## config.mk

```make
export PLATFORM = sky130hd
export DESIGN_NAME = systolic_driver
export DESIGN_NICKNAME = d
export VERILOG_FILES = /design/src/rtl/systolic_driver.sv
export SDC_FILE = /design/constraint.sdc
export NUM_CORES = 1
export LEC_CHECK = 0
export CAP_MARGIN = 30
export CORE_MARGIN = 1.5
export CORE_UTILIZATION = 25
export DETAILED_ROUTE_END_ITERATION = 10
export MAX_ROUTING_LAYER = met4
export SYNTH_ARGS = -nofsm -noshare
export SYNTH_HDL_FRONTEND = slang
export SYNTH_SLANG_ARGS = --single-unit
```

## constraint.sdc

```tcl
create_clock -name clk -period 15.6 [get_ports clk]
set_input_delay 3.12 -clock clk [delete_from_list [all_inputs] [get_ports clk]]
set_output_delay 3.12 -clock clk [all_outputs]
set_load 0.05 [all_outputs]
```

## src/rtl/systolic_driver.sv

```systemverilog
// -----------------------------------------------------------------------------
// systolic_driver
// Front/back end for a weight-stationary systolic array.
//  - Collects a full weight matrix into a shadow buffer, then bursts it into the
//    array with set_w high for exactly `size` consecutive cycles, followed by a
//    low cycle so the array's internal row counter returns to zero.
//  - Skews accepted activation vectors (row r enters r cycles after row 0) and
//    deskews the array's column outputs into one aligned result vector.
//  - One activation vector per cycle via valid/ready; results have no backpressure.
//
// Ports
//  clk, rst           clock, asynchronous active-high reset
//  w_valid/w_ready    weight row handshake, w_row slot c -> column c
//  x_valid/x_ready    activation handshake, x_in slot r -> array row r
//  y_valid/y_out      one-cycle result pulse, y_out slot c = column c
//  data_stream        skewed activations to the array
//  w_stream, set_w    weight-load bus and strobe to the array
//  y_stream           combinational per-column results from the array
// Slots are MSB-first: slot 0 occupies the top data_size bits.
// -----------------------------------------------------------------------------
module systolic_driver #(
    parameter int unsigned data_size = 16,
    parameter int unsigned size      = 3
) (
    input  logic                        clk,
    input  logic                        rst,
    input  logic                        w_valid,
    output logic                        w_ready,
    input  logic [data_size*size-1:0]   w_row,
    input  logic                        x_valid,
    output logic                        x_ready,
    input  logic [data_size*size-1:0]   x_in,
    output logic                        y_valid,
    output logic [data_size*size-1:0]   y_out,
    output logic [data_size*size-1:0]   data_stream,
    output logic [data_size*size-1:0]   w_stream,
    output logic                        set_w,
    input  logic [data_size*size-1:0]   y_stream
);

    localparam int unsigned VW     = data_size * size;
    localparam int unsigned VDEPTH = 2 * size + 2;
    localparam int unsigned CW     = (size > 1) ? $clog2(size) : 1;

    typedef enum logic [2:0] {
        RUN,
        DRAIN,
        W_COLLECT,
        W_BURST,
        W_GAP
    } state_t;

    state_t            state, state_next;
    logic [CW-1:0]     cnt, cnt_next;
    logic              w_loaded, w_loaded_next;
    logic              shadow_we;
    logic              accept;

    logic [VW-1:0]        shadow [size];
    logic [data_size-1:0] x_stage [size];
    logic [VDEPTH-1:0]    vpipe;
    logic [VW-1:0]        deskew_out;

    // Next-state, handshake and shadow-write decode
    always_comb begin
        state_next    = state;
        cnt_next      = cnt;
        w_loaded_next = w_loaded;
        w_ready       = 1'b0;
        x_ready       = 1'b0;
        shadow_we     = 1'b0;

        case (state)
            RUN: begin
                // A pending weight request blocks new activations this cycle
                x_ready = w_loaded && !w_valid;
                if (w_valid) begin
                    state_next = DRAIN;
                end
            end
            DRAIN: begin
                // In-flight vectors finish with the old weights first
                if (vpipe == '0) begin
                    state_next = W_COLLECT;
                    cnt_next   = '0;
                end
            end
            W_COLLECT: begin
                w_ready = 1'b1;
                if (w_valid) begin
                    shadow_we = 1'b1;
                    if (cnt == CW'(size - 1)) begin
                        state_next = W_BURST;
                        cnt_next   = '0;
                    end else begin
                        cnt_next = cnt + CW'(1);
                    end
                end
            end
            W_BURST: begin
                if (cnt == CW'(size - 1)) begin
                    state_next = W_GAP;
                    cnt_next   = '0;
                end else begin
                    cnt_next = cnt + CW'(1);
                end
            end
            W_GAP: begin
                w_loaded_next = 1'b1;
                state_next    = RUN;
            end
            default: begin
                state_next = RUN;
            end
        endcase

        accept = x_valid && x_ready;
    end

    // State register; set_w/w_stream are registered from the next state so they
    // are high exactly while the FSM sits in W_BURST
    always_ff @(posedge clk or posedge rst) begin
        if (rst) begin
            state    <= RUN;
            cnt      <= '0;
            w_loaded <= 1'b0;
            set_w    <= 1'b0;
            w_stream <= '0;
        end else begin
            state    <= state_next;
            cnt      <= cnt_next;
            w_loaded <= w_loaded_next;
            set_w    <= (state_next == W_BURST);
            w_stream <= (state_next == W_BURST) ? shadow[cnt_next] : '0;
        end
    end

    // Shadow weight buffer, row k stored in arrival order
    always_ff @(posedge clk or posedge rst) begin
        if (rst) begin
            for (int unsigned k = 0; k < size; k++) begin
                shadow[k] <= '0;
            end
        end else if (shadow_we) begin
            shadow[cnt] <= w_row;
        end
    end

    // Input stage, accept-flag pipe and aligned result register
    always_ff @(posedge clk or posedge rst) begin
        if (rst) begin
            for (int unsigned r = 0; r < size; r++) begin
                x_stage[r] <= '0;
            end
            vpipe   <= '0;
            y_valid <= 1'b0;
            y_out   <= '0;
        end else begin
            // Bubbles inject zeros so idle cycles contribute nothing
            for (int unsigned r = 0; r < size; r++) begin
                x_stage[r] <= accept ? x_in[(size-1-r)*data_size +: data_size] : '0;
            end
            vpipe   <= {vpipe[VDEPTH-2:0], accept};
            y_valid <= vpipe[VDEPTH-1];
            y_out   <= vpipe[VDEPTH-1] ? deskew_out : '0;
        end
    end

    // Skew: lane r is an (r+1)-deep chain behind the shared input stage
    for (genvar r = 0; r < size; r++) begin : g_lane
        logic [data_size-1:0] stage [r+1];

        always_ff @(posedge clk or posedge rst) begin
            if (rst) begin
                for (int k = 0; k <= r; k++) begin
                    stage[k] <= '0;
                end
            end else begin
                stage[0] <= x_stage[r];
                for (int k = 1; k <= r; k++) begin
                    stage[k] <= stage[k-1];
                end
            end
        end

        assign data_stream[(size-1-r)*data_size +: data_size] = stage[r];
    end

    // Deskew: column c emerges c cycles after column 0, so it waits size-c stages
    for (genvar c = 0; c < size; c++) begin : g_deskew
        localparam int unsigned DEPTH = size - c;
        logic [data_size-1:0] stage [DEPTH];

        always_ff @(posedge clk or posedge rst) begin
            if (rst) begin
                for (int k = 0; k < DEPTH; k++) begin
                    stage[k] <= '0;
                end
            end else begin
                stage[0] <= y_stream[(size-1-c)*data_size +: data_size];
                for (int k = 1; k < DEPTH; k++) begin
                    stage[k] <= stage[k-1];
                end
            end
        end

        assign deskew_out[(size-1-c)*data_size +: data_size] = stage[DEPTH-1];
    end

endmodule

```

==> impl_metrics.env, run 1 <==
export IMPL_track_usage_pct=11.4
export IMPL_mappedNetlistNets=1104
export IMPL_path_common_cell="clkdlybuf4s50_1"
export IMPL_cts_setup_buffers=0
export IMPL_ant_nets=0
export IMPL_yosysTopAreaCell="dfrtp_1"
export IMPL_wl_per_cell_um=17.2
export IMPL_finalPower_mw=3.84
export IMPL_p_int_mw=2.70
export IMPL_route_final_wire_length_mm=36.7
export IMPL_synthTopCellsByArea="dfrtp_1 (76%), mux2_2 (10%), and2_1 (3.8%), a221o_1 (3.0%), nor3b_1 (2.2%)"
export IMPL_cts_buffers_inserted=52
export IMPL_die_area_um2=66600
export IMPL_die_x_um=258
export IMPL_cp_data_required_time_ns=12.48
export IMPL_crit_path_cell_trace="clkdlybuf4s50_1, nor2_1, and3_1, clkdlybuf4s50_1"
export IMPL_arrival_ns=4.78
export IMPL_ctsHoldBuffers=0
export IMPL_yosysWarnings=0
export IMPL_swShare_pct=29.7
export IMPL_whs_path_depth=0
export IMPL_critPathKind="in -> out"
export IMPL_numClockSinks=496
export IMPL_nets=1386
export IMPL_maxCapViolCount=0
export IMPL_vias_per_cell=4.04
export IMPL_grt_pass1_vias=9443
export IMPL_ir_worst_vdd_mv=0.100
export IMPL_fin_setup_tns_ns=0
export IMPL_ioPinCount=296
export IMPL_setup_viol=0
export IMPL_crit_fanout=6
export IMPL_ys_types=37
export IMPL_cts_tree="yes"
export IMPL_period_minus_slack_ns=7.90
export IMPL_startpoint="w_valid"
export IMPL_core_area_um2=64300
export IMPL_drt_initial_drc_count=480
export IMPL_final_hold_viol_count=0
export IMPL_num_vias=8640
export IMPL_power_frac_clock_pct=32.8
export IMPL_cpPeakStageDelay_ns=0.80
export IMPL_hold_path_class="reg -> reg"
export IMPL_finalClockSkew_ns=0.0371
export IMPL_rsz0062_at_grt="false"
export IMPL_die_y_um=258
export IMPL_cellPowerDensity_nw_per_um2=176
export IMPL_rows=93
export IMPL_p_comb_share_pct=23.2
export IMPL_timing_rr_start="state[0]"
export IMPL_tightestPinTransition_ns=1.10
export IMPL_portBuffers=295
export IMPL_p_sw_mw=1.14
export IMPL_grt_overflow=0
export IMPL_drive_gt1_share_pct=19.6
export IMPL_cts_max_level=2
export IMPL_grt_start_max_net_pins=198
export IMPL_first_pass_iters=4
export IMPL_timing_final_crit_share_pct=50.6
export IMPL_start_util_pct=25.3
export IMPL_cts_root_buf="clkbuf_16"
export IMPL_r2r_cells=4
export IMPL_p_leak_nw=9.67
export IMPL_slew_headroom_pct=26.6
export IMPL_antenna_found_initial=4
export IMPL_postSynthAreaPerCell_um2=17.0
export IMPL_path_clk_slew_ns=0.06
export IMPL_synthToLayoutAreaGrowth_pct=33.9
export IMPL_syn_area_um2=16300
export IMPL_drcViolationCount=0
export IMPL_slew_violations=0
export IMPL_yosysSeqAreaShare_pct=76.4
export IMPL_clock_latency_ns=0.59
export IMPL_start_kind="primary input"
export IMPL_fmax_ghz=0.127
export IMPL_yosysTopAreaCellShare_pct=76.4
export IMPL_place_congestion=0.719
export IMPL_status="finished clean"
export IMPL_ys_ff_latch=496
export IMPL_postCtsResizedCells=0
export IMPL_clockBufferDepth=3
export IMPL_syn_instance_count=956
export IMPL_slowest_stage="clkdlybuf4s50_1"
export IMPL_hpwl_mm=22.9
export IMPL_grt_pass1_wl_mm=56.7
export IMPL_share_seq_of_total_power_pct=44.0
export IMPL_hold_start="g_lane[2].stage[24]"
export IMPL_cp_end_kind="output pin"
export IMPL_num_fill_cells=6102
## critical path, delay by kind of cell
kind	cells	cell delay, ns
buf+inv	2	1.32
simple gates	2	0.32
## layout by cell type, fill, tap and decap left out, drive strengths merged, types with 3 or more instances in the layout
cell type	instances
dfrtp	496
clkdlybuf4s50	295
mux2	144
and2	98
clkbuf	72
nor3b	48
a221o	48
buf	14
clkinv	11
nor2	7
inv	6
bufinv	5
diode	4
clkinvlp	4
nor2b	3
## power groups by stage
stage	clock network, mW	registers, mW	logic (mW)
after detailed placement	0	1.71	0.904
final	1.26	1.69	0.892
after floorplan	0	1.86	0.438
after CTS	1.30	1.69	0.907
after global routing	1.35	1.72	0.950
after global placement	0	1.69	0.884
## sequential cells by signal, summed over array words and instances, names as in the netlist
| register | cells |
|---|---|
| cnt | 2 |
| data_stream | 32 |
| deskew_out | 32 |
| g_deskew.stage | 64 |
| g_lane.stage | 64 |
| set_w | 1 |
| shadow | 144 |
| state | 3 |
| vpipe | 8 |
| w_loaded | 1 |
| w_stream | 48 |
| x_stage | 48 |
| y_out | 48 |
| y_valid | 1 |
## final timing paths
path | slack [ns] | end
setup / recovery | 7.70 | x_ready
hold / removal | 0.34 | data_stream[8]
setup reg to reg | 12.62 | shadow[131]
hold reg to reg | 0.34 | data_stream[8]
max in group asynchronous | 10.27 | deskew_out[33]
min in group asynchronous | 3.07 | data_stream[17]
## synthesized netlist by cell type, drive strengths merged
library cell,number
a21o,1
buf,65
o32a,1
a21oi,1
nor2,7
inv,3
a221o,48
nand4bb,1
o2bb2ai,1
and4,2
mux2,144
dfrtp,496
nor4,2
or3b,1
a211o,1
a211oi,1
nand3b,1
nor3,2
nor2b,3
nand4,1
o21a,1
nand2,1
and3,1
nand3,2
a32oi,1
nor3b,48
and4b,1
mux2i,1
nand2b,2
nor4b,1
and2,98
clkbuf,16
a21boi,1
## logic make-up (layout without fill, tap and decap cells)
logic type             after synthesis  in the layout  share of synthesized area, %
multiplexers                       145            145                          10.0
AND/OR/NAND/NOR                    174            174                          7.04
flip-flops                         496            496                          76.4
buffers and inverters               84            407                          3.13
AO/OA/AOI/OAI                       57             57                          3.43
other                                0              4                             0
## stage by stage
stage / hold WS [ns] / setup slack [ns] / std cells / area [um^2] / util (%)
2_1_floorplan: 0.331 / 5.75 / 956 / 16300 / -
3_3_place_gp: 0.331 / 7.72 / 2037 / 19900 / 31.0
3_5_place_dp: 0.335 / 7.72 / 2039 / 20000 / 31.1
4_1_cts: 0.343 / 7.70 / 2134 / 21800 / 33.8
5_1_grt: 0.348 / 7.64 / 2137 / 21800 / 33.8
6_report: 0.342 / 7.70 / 2138 / 21800 / 33.8
## metal layers
layer  global-route usage (%)  wire (um)  up-vias
li1                         -          -     3816
met1                     13.8      15500     4543
met2                     18.5      18200      214
met3                     2.72       1920       67
met4                     4.50       1120        0
met5                        -          0        -
## layout make-up
class | count | area, um^2 | share of cell area (%)
diodes | 4 | 10.0 | 0.0460
clock buffers | 72 | 1470 | 6.74
clock inverters | 23 | 303 | 1.39
inverters | 3 | 15.0 | 0.0690
multi-input cells | 376 | 3380 | 15.5
flip-flops and latches | 496 | 12400 | 57.0
well taps | 855 | 1070 | 4.92
repair buffers | 309 | 3110 | 14.3
No activity file was read; power rests on OpenSTA's default activity.
==> run 2, diff against run 1 <==
clock period = 6.7 ns   (was 15.6 ns; I/O delays follow)
==> impl_metrics.env, run 2 (synthesis gave the netlist of run 1 again) <==
export IMPL_layout_common_cells="dfrtp_1 (495), clkdlybuf4s50_1 (295), mux2_2 (144), and2_1 (98), clkbuf_16 (52)"
export IMPL_cellPowerDensity_nw_per_um2=414
export IMPL_num_vias=8643
export IMPL_clock_latency_ns=0.60
export IMPL_cts_setup_buffers=0
export IMPL_synthToLayoutAreaGrowth_pct=34.4
export IMPL_rows=93
export IMPL_postCtsResizedCells=0
export IMPL_track_usage_pct=11.6
export IMPL_final_hold_viol_count=0
export IMPL_slew_headroom_pct=27.8
export IMPL_routedLengthMet1_mm=15.8
export IMPL_clockBufferDepth=3
export IMPL_fmax_ghz=0.231
export IMPL_slew_violations=0
export IMPL_cts_tree="yes"
export IMPL_status="finished clean"
export IMPL_crit_path_cell_trace="clkdlybuf4s50_1, nor2_1, and3_1, clkdlybuf4s50_1"
export IMPL_nets=1386
export IMPL_tightestPinTransition_ns=1.08
export IMPL_die_x_um=258
export IMPL_vias_per_cell=4.05
export IMPL_final_cell_count_no_fill=2136
export IMPL_numClockSinks=496
export IMPL_cts_max_level=2
export IMPL_hpwl_mm=23.1
export IMPL_grt_pass1_vias=9482
export IMPL_ir_worst_vdd_mv=0.253
export IMPL_drive_gt1_share_pct=19.7
export IMPL_dpl_cell_count=2039
export IMPL_start_util_pct=25.3
export IMPL_cp_end_kind="output pin"
export IMPL_grt_pass1_wl_mm=57.7
export IMPL_maxCapViolCount=0
export IMPL_path_clk_slew_ns=0.06
export IMPL_fin_util_pct=34.0
export IMPL_timing_final_crit_share_pct=64.7
export IMPL_drt_initial_drc_count=447
export IMPL_drcViolationCount=0
export IMPL_wl_met3_mm=1.96
export IMPL_largest_reg_flops=144
export IMPL_crit_fanout=6
export IMPL_ioPinCount=296
export IMPL_p_leak_nw=9.71
export IMPL_setup_viol=0
export IMPL_core_area_um2=64300
export IMPL_finalClockSkew_ns=0.0171
export IMPL_slowest_stage="clkdlybuf4s50_1"
export IMPL_portBuffers=295
export IMPL_ant_nets=0
export IMPL_arrival_ns=3.00
export IMPL_finalPower_mw=9.04
export IMPL_grt_overflow=0
export IMPL_largest_register="shadow"
export IMPL_start_kind="primary input"
export IMPL_period_minus_slack_ns=4.34
export IMPL_cp_num_buf_inv=2
export IMPL_top_layer="met4"
export IMPL_critPathKind="in -> out"
export IMPL_die_area_um2=66600
export IMPL_crit_family="buffers and inverters"
export IMPL_first_pass_iters=4
export IMPL_antenna_found_initial=4
export IMPL_die_y_um=258
export IMPL_wl_per_cell_um=17.4
export IMPL_final_common_cell="dfrtp_1"
export IMPL_cts_buffers_inserted=52
export IMPL_hold_path_class="reg -> reg"
export IMPL_path_common_cell="clkdlybuf4s50_1"
export IMPL_place_congestion=0.739
export IMPL_dr_wl_met2_mm=18.4
export IMPL_ctsHoldBuffers=0
export IMPL_rsz0062_at_grt="false"
export IMPL_cp_data_required_time_ns=5.36
export IMPL_grt_start_max_net_pins=183
export IMPL_route_final_wire_length_mm=37.2
export IMPL_cpPeakStageDelay_ns=0.81
export IMPL_cts_root_buf="clkbuf_16"
export IMPL_top_regs="shadow (144), g_deskew.stage (64), g_lane.stage (64)"
run 2: cell count changes in the layout (fill, tap and decap cells not counted), moves of 2 or more:
cell / change
clkbuf_1: -3
inv_6: -3
buf_12: +2
buf_4: -2
bufinv_16: +2
clkinv_4: +2
run 2: worst register-to-register path, delay by kind of cell (launching register included):
kind | cells | cell delay (ns)
buffers and inverters | 2 | 1.12
multiplexers | 1 | 0.34
flip-flops | 1 | 0.55
AND/OR/NAND/NOR | 1 | 0.92
run 2: per-layer routing:
| metal | global-route usage (%) | vias up |
|---|---|---|
| li1 | - | 3812 |
| met1 | 14.2 | 4564 |
| met2 | 18.8 | 196 |
| met3 | 2.82 | 71 |
| met4 | 3.93 | 0 |
| met5 | - | - |
run 2: stage by stage:
step	TNS [ns]	area, um^2	setup WS [ns]	hold WS [ns]
6_report	0	21800	2.36	0.341
4_1_cts	0	21800	2.35	0.342
3_5_place_dp	0	20000	2.37	0.335
2_1_floorplan	-678.79	16300	-1.37	0.331
3_3_place_gp	0	19900	2.32	0.332
5_1_grt	0	21800	2.30	0.344
run 2: final cells by class:
cell class | count | area, um^2
multi-input cells | 376 | 3380
clock inverters | 25 | 377
well taps | 855 | 1070
repair buffers | 309 | 3130
clock buffers | 69 | 1460
fillers | 6125 | 42500
flip-flops and latches | 496 | 12400
diodes | 3 | 7.51
inverters | 3 | 15.0
run 2: final timing paths:
path / start / to / slack (ns) / cells past startpoint
max: w_valid / x_ready / 2.36 / 4
min: g_deskew[1].stage[24] / deskew_out[24] / 0.34 / 0
max reg2reg: cnt[0] / shadow[67] / 3.65 / 4
min reg2reg: g_deskew[1].stage[24] / deskew_out[24] / 0.34 / 0
max in group asynchronous: rst / cnt[0] / 4.12 / 3
min in group asynchronous: rst / data_stream[25] / 1.14 / 2
run 2: report_power, final:
group / internal [mW] / total, mW / switching, mW
combinational: 0.928 / 2.08 / 1.15
sequential: 3.63 / 3.93 / 0.309
clock: 1.81 / 3.03 / 1.22
total: 6.37 / 9.04 / 2.68
